**src/rtl/pipelined_mult_stream.sv**
```systemverilog
// Streaming valid/ready multiplier: input register, multiply, PIPE_STAGES registers, output register.
// Define PIPELINED_MULT_STREAM_ACC_EN to turn the output register into a product accumulator.
module pipelined_mult_stream #(
  parameter int A_WIDTH     = 18,
  parameter int B_WIDTH     = 18,
  parameter int PIPE_STAGES = 3,
  parameter int SIGNED      = 0
) (
  input  logic                       clk,
  input  logic                       rst,
  input  logic                       in_valid,
  output logic                       in_ready,
  input  logic [A_WIDTH-1:0]         a,
  input  logic [B_WIDTH-1:0]         b,
`ifdef PIPELINED_MULT_STREAM_ACC_EN
  input  logic                       acc_first,
`endif
  output logic                       out_valid,
  input  logic                       out_ready,
  output logic [A_WIDTH+B_WIDTH-1:0] mult
);

  localparam int P = A_WIDTH + B_WIDTH;

  // Handshake: a beat moves on a cycle where valid && ready are both high; ready never
  // depends on valid of the same port, and the whole pipe advances or holds as one.
  logic adv;

  logic [A_WIDTH-1:0] a_in_q;
  logic [B_WIDTH-1:0] b_in_q;
  logic               v0_q;
  logic [P-1:0]       a_ext;
  logic [P-1:0]       b_ext;
  logic [P-1:0]       prod;

  logic [P-1:0]           pipe_data_q [PIPE_STAGES];
  logic [PIPE_STAGES-1:0] pipe_v_q;

  logic [P-1:0] mult_q;
  logic [P-1:0] mult_d;
  logic         out_valid_q;
  logic         out_valid_d;

`ifdef PIPELINED_MULT_STREAM_ACC_EN
  logic                   f0_q;
  logic [PIPE_STAGES-1:0] pipe_f_q;
`endif

  assign adv       = !out_valid_q || out_ready;
  assign in_ready  = adv;
  assign out_valid = out_valid_q;
  assign mult      = mult_q;

  // Extending both operands to P bits makes the P-bit product exact in either mode.
  always_comb begin
    if (SIGNED != 0) begin
      a_ext = {{B_WIDTH{a_in_q[A_WIDTH-1]}}, a_in_q};
      b_ext = {{A_WIDTH{b_in_q[B_WIDTH-1]}}, b_in_q};
    end else begin
      a_ext = {{B_WIDTH{1'b0}}, a_in_q};
      b_ext = {{A_WIDTH{1'b0}}, b_in_q};
    end
    prod = a_ext * b_ext;
  end

  always_comb begin
    mult_d      = mult_q;
    out_valid_d = pipe_v_q[PIPE_STAGES-1];
    if (pipe_v_q[PIPE_STAGES-1]) begin
`ifdef PIPELINED_MULT_STREAM_ACC_EN
      mult_d = (pipe_f_q[PIPE_STAGES-1] ? '0 : mult_q) + pipe_data_q[PIPE_STAGES-1];
`else
      mult_d = pipe_data_q[PIPE_STAGES-1];
`endif
    end
  end

  // Valid bits and the output register are reset; bubbles enter via v0_q.
  always_ff @(posedge clk) begin
    if (rst) begin
      v0_q        <= 1'b0;
      pipe_v_q    <= '0;
      out_valid_q <= 1'b0;
      mult_q      <= '0;
    end else if (adv) begin
      v0_q        <= in_valid;
      pipe_v_q[0] <= v0_q;
      for (int i = 1; i < PIPE_STAGES; i++) begin
        pipe_v_q[i] <= pipe_v_q[i-1];
      end
      out_valid_q <= out_valid_d;
      mult_q      <= mult_d;
    end
  end

  // Data payload carries no reset; its qualifying valid bit decides whether it is used.
  always_ff @(posedge clk) begin
    if (adv) begin
      a_in_q         <= a;
      b_in_q         <= b;
      pipe_data_q[0] <= prod;
      for (int i = 1; i < PIPE_STAGES; i++) begin
        pipe_data_q[i] <= pipe_data_q[i-1];
      end
`ifdef PIPELINED_MULT_STREAM_ACC_EN
      f0_q        <= acc_first;
      pipe_f_q[0] <= f0_q;
      for (int i = 1; i < PIPE_STAGES; i++) begin
        pipe_f_q[i] <= pipe_f_q[i-1];
      end
`endif
    end
  end

endmodule

```
**config.mk**
```make
export PLATFORM = sky130hd
export DESIGN_NAME = pipelined_mult_stream
export DESIGN_NICKNAME = d
export VERILOG_FILES = /design/src/rtl/pipelined_mult_stream.sv
export SDC_FILE = /design/constraint.sdc
export NUM_CORES = 1
export LEC_CHECK = 0
export ABC_AREA = 1
export ABC_CLOCK_PERIOD_IN_PS = 9400
export CAP_MARGIN = 10
export CORE_MARGIN = 2
export CORE_UTILIZATION = 65
export DETAILED_ROUTE_END_ITERATION = 16
export GPL_TIMING_DRIVEN = 0
export HOLD_SLACK_MARGIN = 0.12
export MAX_ROUTING_LAYER = met4
export PLACE_DENSITY = 0.84
export SKIP_CTS_REPAIR_TIMING = 1
export SYNTH_ARGS = -nofsm -noshare
export SYNTH_HDL_FRONTEND = slang
export SYNTH_SLANG_ARGS = --single-unit
```
**constraint.sdc**
```tcl
create_clock -name clk -period 9.4 [get_ports clk]
set_clock_uncertainty 0.15 [all_clocks]
set_input_delay 0.94 -clock clk [delete_from_list [all_inputs] [get_ports clk]]
set_output_delay 0.94 -clock clk [all_outputs]
set_load 0.02 [all_outputs]
```
==> results of run 1 <==
## per-stage QoR
stage,std cells,setup slack [ns]
6_report,2440,2.838
3_3_place_gp,2407,1.798
2_1_floorplan,1996,3.888
5_1_grt,2440,2.623
3_5_place_dp,2408,2.892
4_1_cts,2440,2.859
## state kept, by name, summed over array words and instances (netlist names)
signal       flops
pipe_v_q         3
v0_q             1
a_in_q          18
mult            36
pipe_data_q    108
b_in_q          18
out_valid        1
## cell usage after synthesis
cell        n  area (um2)
nand2_1   606        2275
and2_1      2       12.51
clkbuf_1   75       281.5
ha_1      110        1376
nor2_2      4       25.02
nand3_2     4       40.04
nand3_1    26       130.1
a21o_1      1       7.510
edfxtp_1  144        4324
xor2_1     15       131.4
nand2_2    13       81.33
inv_2       1       3.750
buf_2       6       30.03
inv_1     580        2177
a21oi_1    60       300.3
nand3b_1    1       7.510
o21bai_1    1       7.510
a211oi_1    1       7.510
nand4_1     5       31.28
nor2_4      4       45.04
xnor2_1     3       26.28
fa_1      256        5125
dfxtp_1    41       820.8
buf_1       2       7.510
nor3_2      1       10.01
nor2_1     34       127.6
## cell families after synthesis
logic type,Yosys count,synth area share (%)
compound gates,63,1.854
fa+ha+maj,366,37.34
buf+inv,664,14.36
flops,185,29.55
xor+xnor,18,0.9055
simple gates,700,16.00
## worst paths after layout
kind,from,endpoint,slack [ns]
worst max-delay path,a_in_q[7],pipe_data_q[0][33],2.84
worst min-delay path,pipe_data_q[1][27],pipe_data_q[2][27],0.26
worst max register to register,a_in_q[7],pipe_data_q[0][33],2.84
worst min register to register,pipe_data_q[1][27],pipe_data_q[2][27],0.26
## worst register-to-register path: stages, from the launching register on
cell	delay, ns
edfxtp_1	0.33
clkbuf_1	0.57
clkbuf_1	0.59
nand2_1	0.17
fa_1	0.56
inv_1	0.05
fa_1	0.51
inv_1	0.06
fa_1	0.53
inv_1	0.05
fa_1	0.45
fa_1	0.49
inv_1	0.05
fa_1	0.48
inv_1	0.04
ha_1	0.38
nand2_2	0.11
nor2_2	0.20
nand3_1	0.10
nand2_1	0.18
nand2_1	0.11
nand3_1	0.10
nand2_1	0.08
## metal layers
| metal | global-route usage (%) | up-vias | wire length, um |
|---|---|---|---|
| li1 | - | 5924 | - |
| met2 | 50.55 | 620 | 18830 |
| met4 | 10.96 | 0 | 1350 |
| met5 | - | - | 0 |
| met1 | 37.59 | 6075 | 15340 |
| met3 | 6.972 | 101 | 3674 |
## placed cells by master (no fill, tap or decap), types with 2 or more instances in the layout
master,instances
a21oi_1,60
and2_1,2
buf_1,2
buf_2,6
clkbuf_1,75
clkbuf_16,17
clkdlybuf4s50_1,76
clkinv_8,6
dfxtp_1,41
edfxtp_1,144
fa_1,256
ha_1,110
inv_1,579
inv_12,4
inv_6,5
nand2_1,606
nand2_2,13
nand3_1,26
nand3_2,4
nand4_1,5
nor2_1,34
nor2_2,4
nor2_4,4
xnor2_1,3
xor2_1,15
## layout make-up
type	instances	area, um2
inverter	581	2186
buffer	83	319.1
tap	335	419.2
sequential	185	5145
clock inverter	15	209.0
multi-input combinational	1147	9767
timing repair buffer	77	788.3
fill	1878	6948
clock buffer	17	425.4
==> qor.csv, run 1 <==
metric,value,unit
status,finished clean,
Max Fanout on Critical Path,10,
Crit-path slowest cell,clkbuf_1,
Mean Syn Cell Area,8.723,um2
clk_lat worst skew,0.45,ns
Vias/cell,5.213,
width of the die,167.7,um
hold path depth,0,
io pins,78,
total track usage,30.68,%
synth unique cells,26,
MaxCap Viol Count,0,
initial antenna violation count,0,
GRT overflow,0,
DR pass1 iterations,5,
hold crit path type,reg2reg,
Levels on crit path,22,
CTS tree,built,
row cnt,59,
area delta synth->final,10.61,%
Tcrit/Tclk final,69.81,%
sequential area share after synthesis,29.55,%
Setup Total Neg Slack,0,ns
Slew headroom,46.88,%
quantity of I/O buffers inserted on ports,76,
worst path arrival time,6.60,ns
Crit path max-delay family,adder cells,
CP most frequent cell,fa_1,
routed wire length,39200,um
Synth Warn #,0,
CTS max path bufs,2,
Routed WL per cell,16.06,um
Final HPWL DP,30650,um
total CTS buffers,17,
routed via count,12720,
fin. max-slew vios,0,
clock sink count,185,
Mapped Area,17410,um2
count of final setup violators,0,
DR iter-0 viols,992,
Worst-Margin Slew,0.7968,ns
Crit. End Element,flip-flop,
crit path kind,reg2reg,
"Buf+Inv Stages, Crit Path",7,
gp weighted congestion,0.9870,
DRC viols,0,
first-pass GRT wire length,64530,um
starting density of the core,66.44,%
die span in y,167.7,um
# diodes,0,
Antenna Nets Post-Route,0,
worst path cell trace,clkbuf_1 > clkbuf_1 > nand2_1 > fa_1 > inv_1 > fa_1 > inv_1 > fa_1 > inv_1 > fa_1 > fa_1 > inv_1 > fa_1 > inv_1 > ha_1 > nand2_2 > nor2_2 > nand3_1 > nand2_1 > nand2_1 > nand3_1 > nand2_1,
Core Region,26210,um2
share of layout cells above drive strength 1,3.183,%
RSZ-0062 raised after global routing,no,
Final nets,2498,
cell area after layout,19260,um2
r2r worst-path depth,22,
max incr delay on CP,0.59,ns
WHS,0.2649,ns
Worst Path Required,9.44,ns
Post-Synthesis Cells,1996,
vias in the first global route,13140,
DP Area,18620,um2
Fin. Hold Viols,0,
Yosys reg bits,185,
Clock Pin Slew Worst Setup and Hold Paths,0.09,ns
die area,28110,um2
min cycle time layout,6.562,ns
largest net degree at the start of global routing,84,
Achievable Freq,152.4,MHz
CTS root buf,clkbuf_16,
# H-tree levels,4,
Final Util,73.49,%
Post-Syn Nets,2402,
Startpoint Class,flip-flop,
Power of run 1 is left out: the tool's default activity adds up to more than one toggle a clock period on the data nets, which glitch-free logic cannot reach.
==> run 2, diff against run 1 <==
- ABC_CLOCK_PERIOD_IN_PS: 9400 -> 6800
- CORE_UTILIZATION: 65 -> 63
- PLACE_DENSITY: 0.84 -> 0.82
- clock period: 9.4 -> 6.8 ns (I/O delays scaled with it)
==> qor.csv, run 2 (synthesis gave the netlist of run 1 again) <==
metric,value,unit,change
# diodes,0,,unchanged
gp weighted congestion,0.9753,,-1.2%
Startpoint Class,flip-flop,,
CTS root buf,clkbuf_16,,
R2R setup slack,0.30,ns,-2.54 ns
Final HPWL DP,30910,um,+0.85%
Worst Hold End,pipe_data_q[1][4],,
clock sink count,185,,unchanged
worst hold start,pipe_data_q[0][4],,
DR iter-0 viols,813,,-18%
Setup crit start,b_in_q[6],,
Routed WL per cell,16.49,um,+2.6%
fin. max-slew vios,0,,unchanged
largest net degree at the start of global routing,83,,-1.2%
RSZ-0062 raised after global routing,no,,
Worst Path Required,6.85,ns,-2.59 ns
Vias/cell,5.132,,-1.6%
Achievable Freq,153.8,MHz,+0.89%
Slew headroom,48.65,%,+1.8 points
starting density of the core,64.43,%,-2.0 points
DRC viols,0,,unchanged
MaxCap Viol Count,0,,unchanged
Crit. End Element,flip-flop,,
DR pass1 iterations,6,,+1
r2r worst-path depth,25,,+14%
quantity of I/O buffers inserted on ports,76,,unchanged
area delta synth->final,10.58,%,about the same
total CTS buffers,17,,unchanged
total track usage,30.62,%,-0.068 points
# H-tree levels,4,,unchanged
die area,28980,um2,+3.1%
clk_lat worst skew,0.46,ns,about the same
Antenna Nets Post-Route,0,,unchanged
initial antenna violation count,0,,unchanged
share of layout cells above drive strength 1,3.284,%,+0.10 points
max reg flops,108,,unchanged
R2R Path End,pipe_data_q[0][31],,
CTS tree,built,,
vias in the first global route,12860,,-2.2%
GRT overflow,0,,unchanged
Clock Pin Slew Worst Setup and Hold Paths,0.09,ns,about the same
first-pass GRT wire length,64720,um,+0.30%
Worst-Margin Slew,0.7703,ns,-0.02645 ns
fill count,2020,,+7.6%
Final Util,71.24,%,-2.2 points
row cnt,60,,+1.7%
CTS max path bufs,2,,unchanged
Tcrit/Tclk final,95.64,%,+26 points
min cycle time layout,6.504,ns,-0.05805 ns
worst path arrival time,6.56,ns,-0.04 ns
Final nets,2494,,-0.16%
hold path depth,0,,unchanged
status,finished clean,,
most frequent cells in the layout,"nand2_1 (606), inv_1 (579), fa_1 (256)",,
hold crit path type,reg2reg,,
width of the die,170.2,um,+1.5%
Max Fanout on Critical Path,10,,unchanged
routed wire length,40260,um,+2.7%
"leading cell type in the layout, fill and taps excluded",nand2_1,,
routed via count,12530,,-1.5%
die span in y,170.2,um,+1.5%
io pins,78,,unchanged
crit path kind,reg2reg,,
Fin. Hold Viols,0,,unchanged
count of final setup violators,0,,unchanged
register bank with the most flops,pipe_data_q,,
FF-to-FF Start,b_in_q[6],,
Core Region,27030,um2,+3.1%
run 2: area by class of cell:
type | instances | area (um2) | share of cell area (%)
buffer | 79 | 306.5 | 1.592
sequential | 185 | 5145 | 26.72
clock buffer | 17 | 425.4 | 2.210
inverter | 581 | 2186 | 11.35
clock inverter | 15 | 209.0 | 1.085
tap | 341 | 426.7 | 2.216
multi-input combinational | 1147 | 9767 | 50.73
timing repair buffer | 77 | 788.3 | 4.094
run 2: worst max-delay path by stage:
stage | endpoint | depth (start not counted) | slack (ns)
floorplan | pipe_data_q[0][34] | 25 | 1.29
global placement | in_ready | 4 | -0.28
detailed placement | pipe_data_q[0][33] | 22 | 0.34
CTS | pipe_data_q[0][33] | 22 | 0.29
global route | pipe_data_q[0][34] | 23 | 0.02
finish | pipe_data_q[0][31] | 25 | 0.30
run 2: critical path: stages, from the launching register on:
cell and delay, ns:
edfxtp_1 0.33, clkbuf_1 0.47, clkbuf_1 0.64, nand2_1 0.15, inv_1 0.13, fa_1 0.39, inv_1 0.08, fa_1 0.43
fa_1 0.53, fa_1 0.55, inv_1 0.05, fa_1 0.49, inv_1 0.05, fa_1 0.49, inv_1 0.05, ha_1 0.35
nand2_2 0.13, inv_1 0.05, nand2_1 0.06, nand2_1 0.07, inv_1 0.06, nand3_1 0.20, nand2_1 0.15, nand3_1 0.08
nand2_1 0.07, nand2_1 0.06
run 2: metal layers:
metal	wire length, um	global-route usage [%]	vias up
met5	0	-	-
met4	1221	9.959	0
met3	2945	4.605	80
met2	19540	51.43	509
met1	16550	38.53	6031
li1	-	-	5912
run 2: metrics by stage:
step / cell area (um2) / setup slack (ns) / TNS, ns / hold WS, ns / std cells
2_1_floorplan: 17410 / 1.288 / 0 / 0.2503 / 1996
3_3_place_gp: 18600 / -0.2810 / -0.2810 / 0.2504 / 2413
3_5_place_dp: 18630 / 0.3424 / 0 / 0.2545 / 2414
4_1_cts: 19270 / 0.2891 / 0 / 0.2657 / 2446
5_1_grt: 19250 / 0.01828 / 0 / 0.2678 / 2442
6_report: 19250 / 0.2963 / 0 / 0.2629 / 2442
Power of run 2 is left out for the same reason.
